File: config.mk
export PLATFORM = sky130hd
export DESIGN_NAME = mem_arbiter_flat
export DESIGN_NICKNAME = d
export VERILOG_FILES = /design/src/rtl/mem_arb_pkg.sv /design/src/rtl/mem_arbiter_if.sv /design/src/rtl/mem_arb_grant.sv /design/src/rtl/mem_arbiter.sv /design/src/flat_wrapper.sv
export SDC_FILE = /design/constraint.sdc
export NUM_CORES = 1
export LEC_CHECK = 0
export ABC_AREA = 1
export BUFFER_PORTS_ARGS = -buffer_cell sky130_fd_sc_hd__buf_2
export CAP_MARGIN = 20
export CORE_MARGIN = 3
export CORE_UTILIZATION = 48
export CTS_CLUSTER_SIZE = 25
export DETAILED_ROUTE_END_ITERATION = 12
export HOLD_SLACK_MARGIN = 0.06
export PLACE_DENSITY = 0.9
export SLEW_MARGIN = 25
export SYNTH_ARGS = -nofsm -noshare
export SYNTH_HDL_FRONTEND = slang
export SYNTH_SLANG_ARGS = --single-unit
File: constraint.sdc
create_clock -name i_clk -period 1.9 [get_ports i_clk]
set_clock_uncertainty 0.2 [all_clocks]
set_input_delay 0.475 -clock i_clk [delete_from_list [all_inputs] [get_ports i_clk]]
set_output_delay 0.475 -clock i_clk [all_outputs]
set_load 0.01 [all_outputs]
File: src/rtl/mem_arb_pkg.sv
// mem_arb_pkg: shared types and default widths for the data-memory arbiter.
package mem_arb_pkg;
  localparam int DW_DEF      = 32;
  localparam int AW_DEF      = 32;
  localparam int MEM_LAT_DEF = 2;

  typedef enum logic [1:0] {IDLE, ISSUE, WAIT, DONE} arb_state_t;
  typedef enum logic       {OWN_CPU, OWN_DBG}        arb_owner_t;
endpackage

File: src/rtl/mem_arbiter_if.sv
// mem_arbiter_if: CPU port, debug port and memory port of the arbiter.
// slave = arbiter view, master = core/debugger/memory view.
interface mem_arbiter_if import mem_arb_pkg::*; #(
  parameter int DW = DW_DEF,
  parameter int AW = AW_DEF
) ();
  logic          cpu_req, cpu_we, cpu_stall;
  logic [AW-1:0] cpu_addr;
  logic [DW-1:0] cpu_wdata, cpu_rdata;
  logic          dbg_req, dbg_we, dbg_ack;
  logic [AW-1:0] dbg_addr;
  logic [DW-1:0] dbg_wdata, dbg_rdata;
  logic          mem_en, mem_we;
  logic [AW-1:0] mem_addr;
  logic [DW-1:0] mem_wdata, mem_rdata;

  modport slave (
    input  cpu_req, cpu_we, cpu_addr, cpu_wdata,
    input  dbg_req, dbg_we, dbg_addr, dbg_wdata,
    input  mem_rdata,
    output cpu_rdata, cpu_stall, dbg_rdata, dbg_ack,
    output mem_en, mem_we, mem_addr, mem_wdata
  );

  modport master (
    output cpu_req, cpu_we, cpu_addr, cpu_wdata,
    output dbg_req, dbg_we, dbg_addr, dbg_wdata,
    output mem_rdata,
    input  cpu_rdata, cpu_stall, dbg_rdata, dbg_ack,
    input  mem_en, mem_we, mem_addr, mem_wdata
  );
endinterface

File: src/rtl/mem_arb_grant.sv
// mem_arb_grant: picks the owner of the next transaction.
// MEM_ARB_RR_EN defined: round-robin on ties via a last-owner register.
// Undefined: fixed priority, CPU wins every tie.
module mem_arb_grant import mem_arb_pkg::*; (
  input  logic       i_clk,
  input  logic       i_rst_n,
  input  logic       i_cpu_req,
  input  logic       i_dbg_req,
  input  logic       i_take,
  output arb_owner_t o_grant
);
`ifdef MEM_ARB_RR_EN
  arb_owner_t r_last;

  // last-owner register; resets to DBG so the CPU wins the first tie
  always_ff @(posedge i_clk or negedge i_rst_n) begin
    if (!i_rst_n)    r_last <= OWN_DBG;
    else if (i_take) r_last <= o_grant;
  end

  // on a tie the port not granted last wins
  always_comb begin
    o_grant = OWN_CPU;
    if (i_cpu_req && i_dbg_req) o_grant = (r_last == OWN_CPU) ? OWN_DBG : OWN_CPU;
    else if (i_dbg_req)         o_grant = OWN_DBG;
  end
`else
  logic w_unused;
  assign w_unused = ^{i_clk, i_rst_n, i_take};

  // fixed priority: debug only when the CPU is not asking
  always_comb begin
    o_grant = OWN_CPU;
    if (!i_cpu_req && i_dbg_req) o_grant = OWN_DBG;
  end
`endif
endmodule

File: src/rtl/mem_arbiter.sv
// mem_arbiter: shares one fixed-latency synchronous memory between the MEM
// stage and a debug/loader port, one transaction at a time.
// Optional MEM_ARB_RR_EN selects round-robin tie-breaking in mem_arb_grant.
module mem_arbiter import mem_arb_pkg::*; #(
  parameter int DW      = DW_DEF,
  parameter int AW      = AW_DEF,
  parameter int MEM_LAT = MEM_LAT_DEF
) (
  input  logic        i_clk,
  input  logic        i_reset,
  mem_arbiter_if.slave io_bus
);
  // WAIT runs MEM_LAT-1 cycles: counter loads MEM_LAT-2 and exits at zero
  localparam int            CW       = (MEM_LAT > 2) ? $clog2(MEM_LAT - 1) : 1;
  localparam logic [CW-1:0] CNT_LOAD = (MEM_LAT > 2) ? CW'(MEM_LAT - 2) : '0;

  arb_state_t    r_state, w_next;
  arb_owner_t    r_owner, w_grant;
  logic          r_we;
  logic [AW-1:0] r_addr;
  logic [DW-1:0] r_wdata, r_cpu_rdata, r_dbg_rdata;
  logic [CW-1:0] r_cnt;
  logic          w_take, w_cap, w_issue, w_done_cpu;

  mem_arb_grant u_grant (
    .i_clk     (i_clk),
    .i_rst_n   (i_reset),
    .i_cpu_req (io_bus.cpu_req),
    .i_dbg_req (io_bus.dbg_req),
    .i_take    (w_take),
    .o_grant   (w_grant)
  );

  // state register; async reset aborts any transaction in flight
  always_ff @(posedge i_clk or negedge i_reset) begin
    if (!i_reset) r_state <= IDLE;
    else          r_state <= w_next;
  end

  // next state, grant strobe and read-data capture strobe
  always_comb begin
    w_next = r_state;
    w_take = 1'b0;
    w_cap  = 1'b0;
    case (r_state)
      IDLE:  if (io_bus.cpu_req || io_bus.dbg_req) begin
               w_take = 1'b1;
               w_next = ISSUE;
             end
      ISSUE: if (r_we)              w_next = DONE;
             else if (MEM_LAT == 1) begin
               w_next = DONE;
               w_cap  = 1'b1;
             end
             else                   w_next = WAIT;
      WAIT:  if (r_cnt == '0) begin
               w_next = DONE;
               w_cap  = 1'b1;
             end
      DONE:  w_next = IDLE;
      default: w_next = IDLE;
    endcase
  end

  // request latch, latency counter and per-owner read-data registers
  always_ff @(posedge i_clk or negedge i_reset) begin
    if (!i_reset) begin
      r_owner     <= OWN_CPU;
      r_we        <= 1'b0;
      r_addr      <= '0;
      r_wdata     <= '0;
      r_cnt       <= '0;
      r_cpu_rdata <= '0;
      r_dbg_rdata <= '0;
    end else begin
      if (w_take) begin
        r_owner <= w_grant;
        r_we    <= (w_grant == OWN_CPU) ? io_bus.cpu_we    : io_bus.dbg_we;
        r_addr  <= (w_grant == OWN_CPU) ? io_bus.cpu_addr  : io_bus.dbg_addr;
        r_wdata <= (w_grant == OWN_CPU) ? io_bus.cpu_wdata : io_bus.dbg_wdata;
      end
      if (r_state == ISSUE)                    r_cnt <= CNT_LOAD;
      else if (r_state == WAIT && r_cnt != '0) r_cnt <= r_cnt - CW'(1);
      if (w_cap) begin
        if (r_owner == OWN_CPU) r_cpu_rdata <= io_bus.mem_rdata;
        else                    r_dbg_rdata <= io_bus.mem_rdata;
      end
    end
  end

  assign w_issue    = (r_state == ISSUE);
  assign w_done_cpu = (r_state == DONE) && (r_owner == OWN_CPU);

  assign io_bus.mem_en    = w_issue;
  assign io_bus.mem_we    = w_issue & r_we;
  assign io_bus.mem_addr  = w_issue ? r_addr  : '0;
  assign io_bus.mem_wdata = w_issue ? r_wdata : '0;

  // stall is combinational so the pipeline advances on the DONE edge
  assign io_bus.cpu_stall = io_bus.cpu_req & ~w_done_cpu;
  assign io_bus.dbg_ack   = (r_state == DONE) && (r_owner == OWN_DBG);
  assign io_bus.cpu_rdata = r_cpu_rdata;
  assign io_bus.dbg_rdata = r_dbg_rdata;
endmodule

File: src/flat_wrapper.sv
// flat-port wrapper written by rule: the top's interface ports become plain ports
module mem_arbiter_flat import mem_arb_pkg::*;
#(
  parameter int DW      = DW_DEF,
  parameter int AW      = AW_DEF,
  parameter int MEM_LAT = MEM_LAT_DEF
)
  (i_clk, i_reset, io_bus_cpu_req, io_bus_cpu_we, io_bus_cpu_addr, io_bus_cpu_wdata, io_bus_dbg_req, io_bus_dbg_we, io_bus_dbg_addr, io_bus_dbg_wdata, io_bus_mem_rdata, io_bus_cpu_rdata, io_bus_cpu_stall, io_bus_dbg_rdata, io_bus_dbg_ack, io_bus_mem_en, io_bus_mem_we, io_bus_mem_addr, io_bus_mem_wdata);
  mem_arbiter_if #(.DW(DW), .AW(AW)) io_bus_i ();
  input  logic i_clk;
  input  logic i_reset;
  input wire logic [$bits(io_bus_i.cpu_req)-1:0] io_bus_cpu_req;
  input wire logic [$bits(io_bus_i.cpu_we)-1:0] io_bus_cpu_we;
  input wire logic [$bits(io_bus_i.cpu_addr)-1:0] io_bus_cpu_addr;
  input wire logic [$bits(io_bus_i.cpu_wdata)-1:0] io_bus_cpu_wdata;
  input wire logic [$bits(io_bus_i.dbg_req)-1:0] io_bus_dbg_req;
  input wire logic [$bits(io_bus_i.dbg_we)-1:0] io_bus_dbg_we;
  input wire logic [$bits(io_bus_i.dbg_addr)-1:0] io_bus_dbg_addr;
  input wire logic [$bits(io_bus_i.dbg_wdata)-1:0] io_bus_dbg_wdata;
  input wire logic [$bits(io_bus_i.mem_rdata)-1:0] io_bus_mem_rdata;
  output wire logic [$bits(io_bus_i.cpu_rdata)-1:0] io_bus_cpu_rdata;
  output wire logic [$bits(io_bus_i.cpu_stall)-1:0] io_bus_cpu_stall;
  output wire logic [$bits(io_bus_i.dbg_rdata)-1:0] io_bus_dbg_rdata;
  output wire logic [$bits(io_bus_i.dbg_ack)-1:0] io_bus_dbg_ack;
  output wire logic [$bits(io_bus_i.mem_en)-1:0] io_bus_mem_en;
  output wire logic [$bits(io_bus_i.mem_we)-1:0] io_bus_mem_we;
  output wire logic [$bits(io_bus_i.mem_addr)-1:0] io_bus_mem_addr;
  output wire logic [$bits(io_bus_i.mem_wdata)-1:0] io_bus_mem_wdata;
  assign io_bus_i.cpu_req = io_bus_cpu_req;
  assign io_bus_i.cpu_we = io_bus_cpu_we;
  assign io_bus_i.cpu_addr = io_bus_cpu_addr;
  assign io_bus_i.cpu_wdata = io_bus_cpu_wdata;
  assign io_bus_i.dbg_req = io_bus_dbg_req;
  assign io_bus_i.dbg_we = io_bus_dbg_we;
  assign io_bus_i.dbg_addr = io_bus_dbg_addr;
  assign io_bus_i.dbg_wdata = io_bus_dbg_wdata;
  assign io_bus_i.mem_rdata = io_bus_mem_rdata;
  assign io_bus_cpu_rdata = io_bus_i.cpu_rdata;
  assign io_bus_cpu_stall = io_bus_i.cpu_stall;
  assign io_bus_dbg_rdata = io_bus_i.dbg_rdata;
  assign io_bus_dbg_ack = io_bus_i.dbg_ack;
  assign io_bus_mem_en = io_bus_i.mem_en;
  assign io_bus_mem_we = io_bus_i.mem_we;
  assign io_bus_mem_addr = io_bus_i.mem_addr;
  assign io_bus_mem_wdata = io_bus_i.mem_wdata;
  mem_arbiter #(.DW(DW), .AW(AW), .MEM_LAT(MEM_LAT)) u_core (.i_clk(i_clk), .i_reset(i_reset), .io_bus(io_bus_i));
endmodule
==> results of run 1 <==
==> layout by cell type, fill, tap and decap left out, types with 2 or more instances in the layout <==
cell       Yosys  layout
nand3_1       68      68
ha_4           0       3
buf_2         22     255
nand2_2        1      17
buf_4         13      14
buf_6          0      46
nand2_1      400     360
nand2_4        0      24
clkbuf_16      0      20
nand3_2        2       2
inv_6          0       9
inv_2          4      42
clkinv_4       0       2
buf_16         0       3
o21ai_0       65      63
dfrtp_1      133     132
buf_12         0      12
ha_1           5       2
inv_1        234     196
o21ai_1        0       2
==> layer usage <==
metal / routed length [µm] / vias to the layer above / global-route usage (%)
li1: - / 3396 / -
met1: 7800 / 3199 / 29.5
met2: 10900 / 343 / 43.2
met3: 1490 / 69 / 5.70
met4: 929 / 2 / 11.9
met5: 7 / - / 0
==> cell families (layout without fill, tap and decap cells) <==
group | after synthesis | after routing | synth area share [%]
buffers and inverters | 285 | 604 | 16.9
AND/OR/NAND/NOR | 474 | 474 | 28.0
AO/OA/AOI/OAI | 67 | 67 | 4.96
other | 0 | 1 | 0
adder cells (fa/ha/maj) | 5 | 5 | 0.925
flip-flops | 133 | 133 | 49.2
==> state kept, by name (all words and copies together) (netlist names) <==
register and cells:
u_core.r_wdata 32, u_core.io_bus.cpu_rdata 32, u_core.r_addr 32, u_core.r_we 1, u_core.io_bus.dbg_rdata 32, u_core.r_owner 1, u_core.r_state 2, u_core.r_cnt 1
==> tightest hold or removal path, cell delays in order <==
cell	delay, ps
buf_2	100
inv_1	50
o21ai_0	70
==> area by class of cell <==
type                    count  area, µm²
fillers                   976       3620
flip-flops and latches    133       3330
multi-input cells         546       2550
repair buffers            334       2310
inverters                 238        893
clock buffers              17        425
well taps                 176        220
clock inverters            15        161
diodes                      1       2.50
==> how the worst min path moves through the flow <==
stage	startpoint	to	slack (ps)	cells after the start
finish	io_bus_mem_rdata[13]	u_core.io_bus.cpu_rdata[13]	120	3
global route	io_bus_mem_rdata[29]	u_core.io_bus.dbg_rdata[29]	120	3
CTS	io_bus_mem_rdata[26]	u_core.io_bus.cpu_rdata[26]	100	3
detailed placement	i_reset	u_core.io_bus.dbg_rdata[2]	180	1
global placement	i_reset	u_core.io_bus.dbg_rdata[2]	190	1
floorplan	i_reset	u_core.io_bus.cpu_rdata[0]	-20	0
==> report_power, final <==
group          switching (W)  leakage, nW  internal (W)  total, W
combinational        0.00408         4.50       0.00325   0.00733
sequential           0.00102         1.63       0.00426   0.00528
clock                0.00136        0.286       0.00186   0.00322
==> what timing repair did <==
| item | CTS | global route |
|---|---|---|
| setup endpoints to repair | 68 | 153 |
| hold buffers | 1 | 0 |
| pin swaps | 2 | 29 |
| cloned | 5 | 3 |
| gates resized for setup | 33 | 135 |
| setup buffers | 8 | 5 |
| hold endpoints to repair | 33 | 0 |
==> through the flow <==
stage               setup TNS [ps]  instances  util [%]  cell area, µm²
CTS                         -22660       1454      69.4            9380
global route                -28210       1460      73.2            9890
finish                      -22920       1460      73.2            9890
detailed placement               0       1409      62.7            8470
global placement                 0       1409      62.7            8470
floorplan                     -516        964         -            6770
==> impl_metrics.tcl, run 1 <==
set metrics [dict create \
    slowest_stage "dfrtp_1" \
    ir_drop_mv 0.973 \
    grt_antenna_before_repair 2 \
    cellPowerDensity_nw_per_um2 1600 \
    clockRootBuffer "clkbuf_16" \
    slew_violations 0 \
    leakagePower_nw 6.41 \
    worstHoldPathType "input pin to register" \
    dr.first_iter.drc_count 477 \
    cts_tree "built" \
    finalNetCount 1441 \
    max_slew_margin_pct 78.3 \
    layout_setup_ws_ps -398 \
    worst_setup_path_end_kind "primary output" \
    path_buf_inv 5 \
    vias_per_cell 4.80 \
    ant_nets 0 \
    max_stage_delay_ps 400 \
    grt_pass1_vias 6541 \
    routed_wl_um 21100 \
    crit_required_ps 1220 \
    yosysMostFrequentCell "nand2_1" \
    ys_async_sr_fraction_pct 100 \
    syn-instance-count 964 \
    hold_slack_ps 118 \
    crit_end "io_bus_mem_wdata[2]" \
    synth_seq_area_share_pct 49.2 \
    ios 298 \
    grt_setup_unrepaired "true" \
    pre_cts_slack_ps 29.1 \
    dieWidth_um 125 \
    synth_ff_type "dfrtp_1" \
    ff2ff_setup_slack_ps 70 \
    rows 42 \
    ys_seq_elements 133 \
    max_cap_viol_count 0 \
    violations "setup timing" \
    power.total_w 0.0158 \
    overflow 0 \
    dieHeight_um 125 \
    drive_gt1_share_pct 35.6 \
    synth_common_cells "nand2_1, inv_1, dfrtp_1, nand3_1, o21ai_0" \
    yosysUniqueCellTypes 16 \
    route.detailed.drc 0 \
    syn_avg_cell_area_um2 7.02 \
    outcome "finished, violations left" \
    numPortBuffers 297 \
    vias 7009 \
    worst_r2r_endpoint "u_core.r_wdata[5]" \
    grt_pass1_wl_um 31500 \
    area_growth_pct 46.2 \
    grt_usage_pct 25.0 \
    core_area_um2 13500 \
    critPathLaunchType "register" \
    detail_route.wl_per_cell_um 14.4 \
    critPathKind "register to primary output" \
    cts_buffers 17 \
    worstMarginPinSlew_ps 326 \
    clkTransAtPathRegs_ps 70 \
    cp.depth 7 \
    synth_edf_count 0 \
    crit_family "buffers and inverters" \
    reg2reg_from "u_core.r_state[0]" \
    h-tree-depth 4 \
    start_util_pct 50.1 \
    die_area_um2 15500 \
    final-hold-violation-count 0 \
    place_congestion 0.930 \
    synth_top_area_share_pct 49.2 \
    grt_max_degree 65 \
    crit_path_cell_trace "inv_2, ha_4, buf_12, clkbuf_16, nand2_2, inv_1, buf_2" \
    clk_path_buf_depth 2 \
    crit_arrival_ps 1620 \
    first_pass_iters 5 \
    finalSetupViolations 68 \
    min_period_ps 2300 \
    cp_max_fo 6 \
    ys_top_cells_by_area "dfrtp_1, nand2_1, inv_1" \
    rr_worst_depth 9 \
    max_freq_mhz 435 \
    clock_latency_ps 420 \
    clock-sinks 133 \
    synth_warnings 0 \
    syn_nets 1135 \
    critPathLaunch "u_core.r_state[1]" \
    netlist_area_um2 6760 \
    synth_top_cell_by_area "dfrtp_1" \
    dp_hpwl_um 13400 \
    min_period_over_period_pct 121 \
]
(Power assumes the default switching activity.)
==> run 2, diff against run 1 <==
--- a/config.mk
+++ b/config.mk
@@ -12,6 +12,7 @@
 export CORE_UTILIZATION = 48
 export CTS_CLUSTER_SIZE = 25
 export DETAILED_ROUTE_END_ITERATION = 12
+export GPL_TIMING_DRIVEN = 0
 export HOLD_SLACK_MARGIN = 0.06
 export PLACE_DENSITY = 0.9
 export SLEW_MARGIN = 25
==> impl_metrics.tcl, run 2 (synthesis results as in run 1) <==
set metrics [dict create \
    outcome "finished, violations left" \
    violations "setup timing" \
    ant_nets 0 \
    clockRootBuffer "clkbuf_16" \
    final.fill_count 924 \
    dr.first_iter.drc_count 456 \
    seq_area_um2 3330 \
    dieWidth_um 125 \
    grt_antenna_before_repair 2 \
    ir_drop_mv 0.935 \
    crit_arrival_ps 1590 \
    vias 7266 \
    crit_required_ps 1220 \
    layout_common_cells "nand2_1, buf_2, inv_1, dfrtp_1, nand3_1" \
    routed_wl_um 21700 \
    start_util_pct 50.1 \
    vias_per_cell 4.88 \
    min_from "io_bus_mem_rdata[26]" \
    dp_hpwl_um 15000 \
    grt_pass1_wl_um 32500 \
    cts_buffers 17 \
    numPortBuffers 297 \
    dieHeight_um 125 \
    grt_pass1_vias 6877 \
    power.total_w 0.0159 \
    area_growth_pct 47.4 \
    critPathKind "register to primary output" \
    overflow 0 \
    max_freq_mhz 441 \
    layout_setup_ws_ps -370 \
    clk_path_buf_depth 2 \
    hold_slack_ps 123 \
    place_congestion 0.937 \
    worstHoldPathType "input pin to register" \
    grt_max_degree 76 \
    min_period_ps 2270 \
    multi_input_area_um2 2540 \
    critPathLaunchType "register" \
    clkTransAtPathRegs_ps 60 \
    ios 298 \
    first_pass_iters 5 \
    clock_latency_ps 410 \
    finalSetupViolations 68 \
    final_common_cell "nand2_1" \
    critPathLaunch "u_core.r_state[1]" \
    clock-sinks 133 \
    min_period_over_period_pct 119 \
    reg2reg_from "u_core.r_state[0]" \
    leakagePower_nw 6.44 \
    finalNetCount 1469 \
    route.detailed.drc 0 \
    max_slew_margin_pct 69.4 \
    ff2ff_setup_slack_ps 70 \
    final-hold-violation-count 0 \
    max_cap_viol_count 0 \
    worst_setup_path_end_kind "primary output" \
    detail_route.wl_per_cell_um 14.6 \
    drive_gt1_share_pct 37.3 \
    grt_usage_pct 25.4 \
    rows 42 \
    worstMarginPinSlew_ps 459 \
    core_area_um2 13500 \
    slew_violations 0 \
    h-tree-depth 4 \
    cp_max_fo 8 \
    cellPowerDensity_nw_per_um2 1590 \
    die_area_um2 15500 \
    grt_setup_unrepaired "true" \
    cts_tree "built" \
]
[run 2: power breakdown]
group          internal [W]  total [W]  switching, W  leakage (nW)
combinational       0.00331    0.00741       0.00410          4.53
sequential          0.00426    0.00521      0.000944          1.63
clock               0.00186    0.00326       0.00140         0.287
[run 2: final timing paths]
check / cells past startpoint / end
hold reg to reg: 2 / u_core.r_wdata[28]
setup / recovery: 7 / io_bus_mem_addr[9]
min in group asynchronous: 2 / u_core.io_bus.cpu_rdata[10]
max in group asynchronous: 3 / u_core.io_bus.cpu_rdata[23]
setup reg to reg: 10 / u_core.r_addr[12]
hold / removal: 3 / u_core.io_bus.dbg_rdata[26]
[run 2: critical path, stage by stage (launching register included)]
cell and delay (ps):
dfrtp_1 380, inv_2 80, ha_4 190, buf_12 160, clkbuf_16 160, nand2_2 60, inv_2 50, buf_6 90
[run 2: final cells by class]
cell class | instances | share of cell area (%)
Antenna cell | 1 | 0.0251
Buffer | 47 | 3.85
Clock buffer | 17 | 4.27
Clock inverter | 15 | 1.58
Inverter | 238 | 8.99
Multi-Input combinational cell | 546 | 25.5
Sequential cell | 133 | 33.4
Tap cell | 176 | 2.21
Timing Repair Buffer | 315 | 20.1
[run 2: what timing repair did]
item,4_1_cts,5_1_grt
resized for setup,49,166
setup buffers,7,4
pin swaps,2,27
hold endpoints to repair,58,0
hold buffers,1,0
setup endpoints to repair,107,178
gates cloned,1,4
[run 2: metal layers]
| metal | track usage (%) | part of all wire [%] | wire, µm |
|---|---|---|---|
| met5 | 0 | 0.032 | 7 |
| met4 | 11.7 | 4.2 | 905 |
| met3 | 6.13 | 7.4 | 1600 |
| met2 | 43.9 | 51 | 11000 |
| met1 | 29.8 | 38 | 8150 |
[run 2: metrics by stage]
| stage | utilization (%) | instance area, µm² | TNS (ps) | setup WS, ps | cells |
|---|---|---|---|---|---|
| 2_1_floorplan | - | 6770 | -516 | -17.4 | 964 |
| 3_3_place_gp | 62.7 | 8470 | -226820 | -1570 | 1437 |
| 3_5_place_dp | 63.0 | 8510 | -21590 | -450 | 1438 |
| 4_1_cts | 69.2 | 9340 | -21940 | -379 | 1479 |
| 5_1_grt | 73.8 | 9970 | -26850 | -440 | 1488 |
| 6_report | 73.8 | 9970 | -21720 | -370 | 1488 |
==> run 3, diff against run 2 <==
--- a/config.mk
+++ b/config.mk
@@ -9,12 +9,12 @@
 export BUFFER_PORTS_ARGS = -buffer_cell sky130_fd_sc_hd__buf_2
 export CAP_MARGIN = 20
 export CORE_MARGIN = 3
-export CORE_UTILIZATION = 48
+export CORE_UTILIZATION = 43
 export CTS_CLUSTER_SIZE = 25
 export DETAILED_ROUTE_END_ITERATION = 12
 export GPL_TIMING_DRIVEN = 0
 export HOLD_SLACK_MARGIN = 0.06
-export PLACE_DENSITY = 0.9
+export PLACE_DENSITY = 0.86
 export SLEW_MARGIN = 25
 export SYNTH_ARGS = -nofsm -noshare
 export SYNTH_HDL_FRONTEND = slang
==> constraint.sdc (replaced) <==
create_clock -name i_clk -period 1.95 [get_ports i_clk]
set_clock_uncertainty 0.2 [all_clocks]
set_input_delay 0.4875 -clock i_clk [delete_from_list [all_inputs] [get_ports i_clk]]
set_output_delay 0.4875 -clock i_clk [all_outputs]
set_load 0.01 [all_outputs]
==> impl_metrics.tcl, run 3 (synthesis results as in run 1) <==
set metrics [dict create \
    worst_r2r_endpoint "u_core.r_addr[10]" \
    slowest_stage "dfrtp_1" \
    cts_buffers 17 \
    route.detailed.drc 0 \
    max_cap_viol_count 0 \
    place_congestion 0.915 \
    core_area_um2 15300 \
    grt_setup_unrepaired "true" \
    ant_nets 0 \
    critPathMostFrequentCell "inv_2" \
    ff2ff_setup_slack_ps 0 \
    leakagePower_nw 6.61 \
    worstMarginPinSlew_ps 485 \
    cellPowerDensity_nw_per_um2 1580 \
    min_period_ps 2280 \
    grt_pass1_vias 6847 \
    cts_tree "built" \
    start_util_pct 44.2 \
    vias 7208 \
    max_freq_mhz 439 \
    layout_common_cells "nand2_1, buf_2, inv_1, dfrtp_1, nand3_1" \
    cp_max_fo 5 \
    crit_path_cell_trace "inv_2, ha_4, buf_12, clkbuf_16, nand2_2, inv_2, buf_6" \
    overflow 0 \
    seq_power_share_pct 31.4 \
    max_slew_margin_pct 67.6 \
    finalSetupViolations 68 \
    p_sw_share_pct 39.4 \
    dr.first_iter.drc_count 498 \
    grt_pass1_wl_um 33200 \
    p_sw_w 0.00645 \
    crit_required_ps 1260 \
    clock_latency_ps 410 \
    stdcell_area_um2 10400 \
    pwr-share-comb_pct 48.2 \
    ir_drop_mv 0.996 \
    h-tree-depth 4 \
    power_frac_clock_pct 20.4 \
    dieWidth_um 131 \
    critPathLaunch "u_core.r_state[1]" \
    clk_path_buf_depth 2 \
    area_growth_pct 53.6 \
    dieHeight_um 131 \
    intPower_w 0.00992 \
    grt_antenna_before_repair 0 \
    placedCellCount 1473 \
    drive_gt1_share_pct 39.5 \
    diodes 0 \
    clock-sinks 133 \
    worst_setup_path_end_kind "primary output" \
    final_common_cell "nand2_1" \
    clockRootBuffer "clkbuf_16" \
    dp_hpwl_um 14600 \
    outcome "finished, violations left" \
    finalNonFillerCells 1534 \
    rows 45 \
    critPathKind "register to primary output" \
    routed_wl_um 22600 \
    crit_end "io_bus_mem_addr[28]" \
    numPortBuffers 297 \
    reg2reg_from "u_core.r_state[0]" \
    max_stage_delay_ps 390 \
    detail_route.wl_per_cell_um 14.7 \
    vias_per_cell 4.70 \
    slew_violations 0 \
    critPathLaunchType "register" \
    min_period_over_period_pct 117 \
    clkTransAtPathRegs_ps 60 \
    crit_arrival_ps 1590 \
    layout_setup_ws_ps -329 \
    final.fill_count 1128 \
    worstHoldPathType "input pin to register" \
    grt_usage_pct 23.5 \
    rr_worst_depth 11 \
    grt_max_degree 83 \
    first_pass_iters 7 \
    final-hold-violation-count 0 \
    ios 298 \
    die_area_um2 17300 \
    place_area_um2 8550 \
    violations "setup timing" \
    finalNetCount 1481 \
]
==> run 3: worst min path at each step <==
stage,from,to,slack (ps),cells past startpoint
floorplan,i_reset,u_core.io_bus.cpu_rdata[0],-8,0
global placement,u_core.r_wdata[9],u_core.r_wdata[9],260,2
detailed placement,i_reset,u_core.r_addr[0],220,1
CTS,io_bus_mem_rdata[23],u_core.io_bus.cpu_rdata[23],120,3
global route,io_bus_mem_rdata[23],u_core.io_bus.cpu_rdata[23],130,3
finish,io_bus_mem_rdata[12],u_core.io_bus.dbg_rdata[12],140,3
==> run 3: what timing repair did <==
| action | 4_1_cts | 5_1_grt |
|---|---|---|
| pin swaps | 12 | 28 |
| hold buffers | 1 | 0 |
| cloned | 1 | 10 |
| setup endpoints to repair | 76 | 124 |
| resized for setup | 67 | 188 |
| buffers inserted | 6 | 13 |
| hold endpoints to repair | 51 | 0 |
==> run 3: critical path: cells and delay by family (launching register included) <==
kind / cells / cell delay, ps
fa+ha+maj: 1 / 200
buf+inv: 5 / 530
flops: 1 / 390
simple gates: 1 / 60
==> run 3: routing by layer <==
layer,global-route usage [%],up-vias,routed length (µm)
met2,40.3,322,11600
met3,7.24,36,1660
li1,-,3476,-
met4,6.94,0,454
met5,0,-,0
met1,28.7,3374,8820
==> run 3: power groups by stage <==
| stage | sequential (W) | combinational (W) | clock (W) |
|---|---|---|---|
| after floorplan | 0.00511 | 0.00302 | 0 |
| final | 0.00513 | 0.00789 | 0.00334 |
| after global routing | 0.00526 | 0.00862 | 0.00350 |
| after detailed placement | 0.00488 | 0.00557 | 0 |
| after global placement | 0.00487 | 0.00542 | 0 |
| after CTS | 0.00492 | 0.00625 | 0.00336 |
==> run 3: final cells by class <==
cell class                 count  area, µm²  share of cell area [%]
tap                          211        264                    2.54
sequential                   133       3330                    32.1
clock inverter                12        168                    1.61
timing repair buffer         328       2240                    21.6
clock buffer                  20        447                    4.30
multi-input combinational    546       2630                    25.3
inverter                     238        903                    8.70
buffer                        46        407                    3.91
==> run 3: stage by stage <==
step	util [%]	total power (W)	TNS (ps)	worst slack, ps	hold slack [ps]
after floorplan	-	0.00813	0	20.1	-8.09
after global placement	55.6	0.0103	-224250	-1560	262
after detailed placement	55.8	0.0105	-18020	-400	218
after CTS	62.0	0.0145	-19900	-349	124
after global routing	67.8	0.0174	-25570	-407	125
final	67.8	0.0164	-18680	-329	138
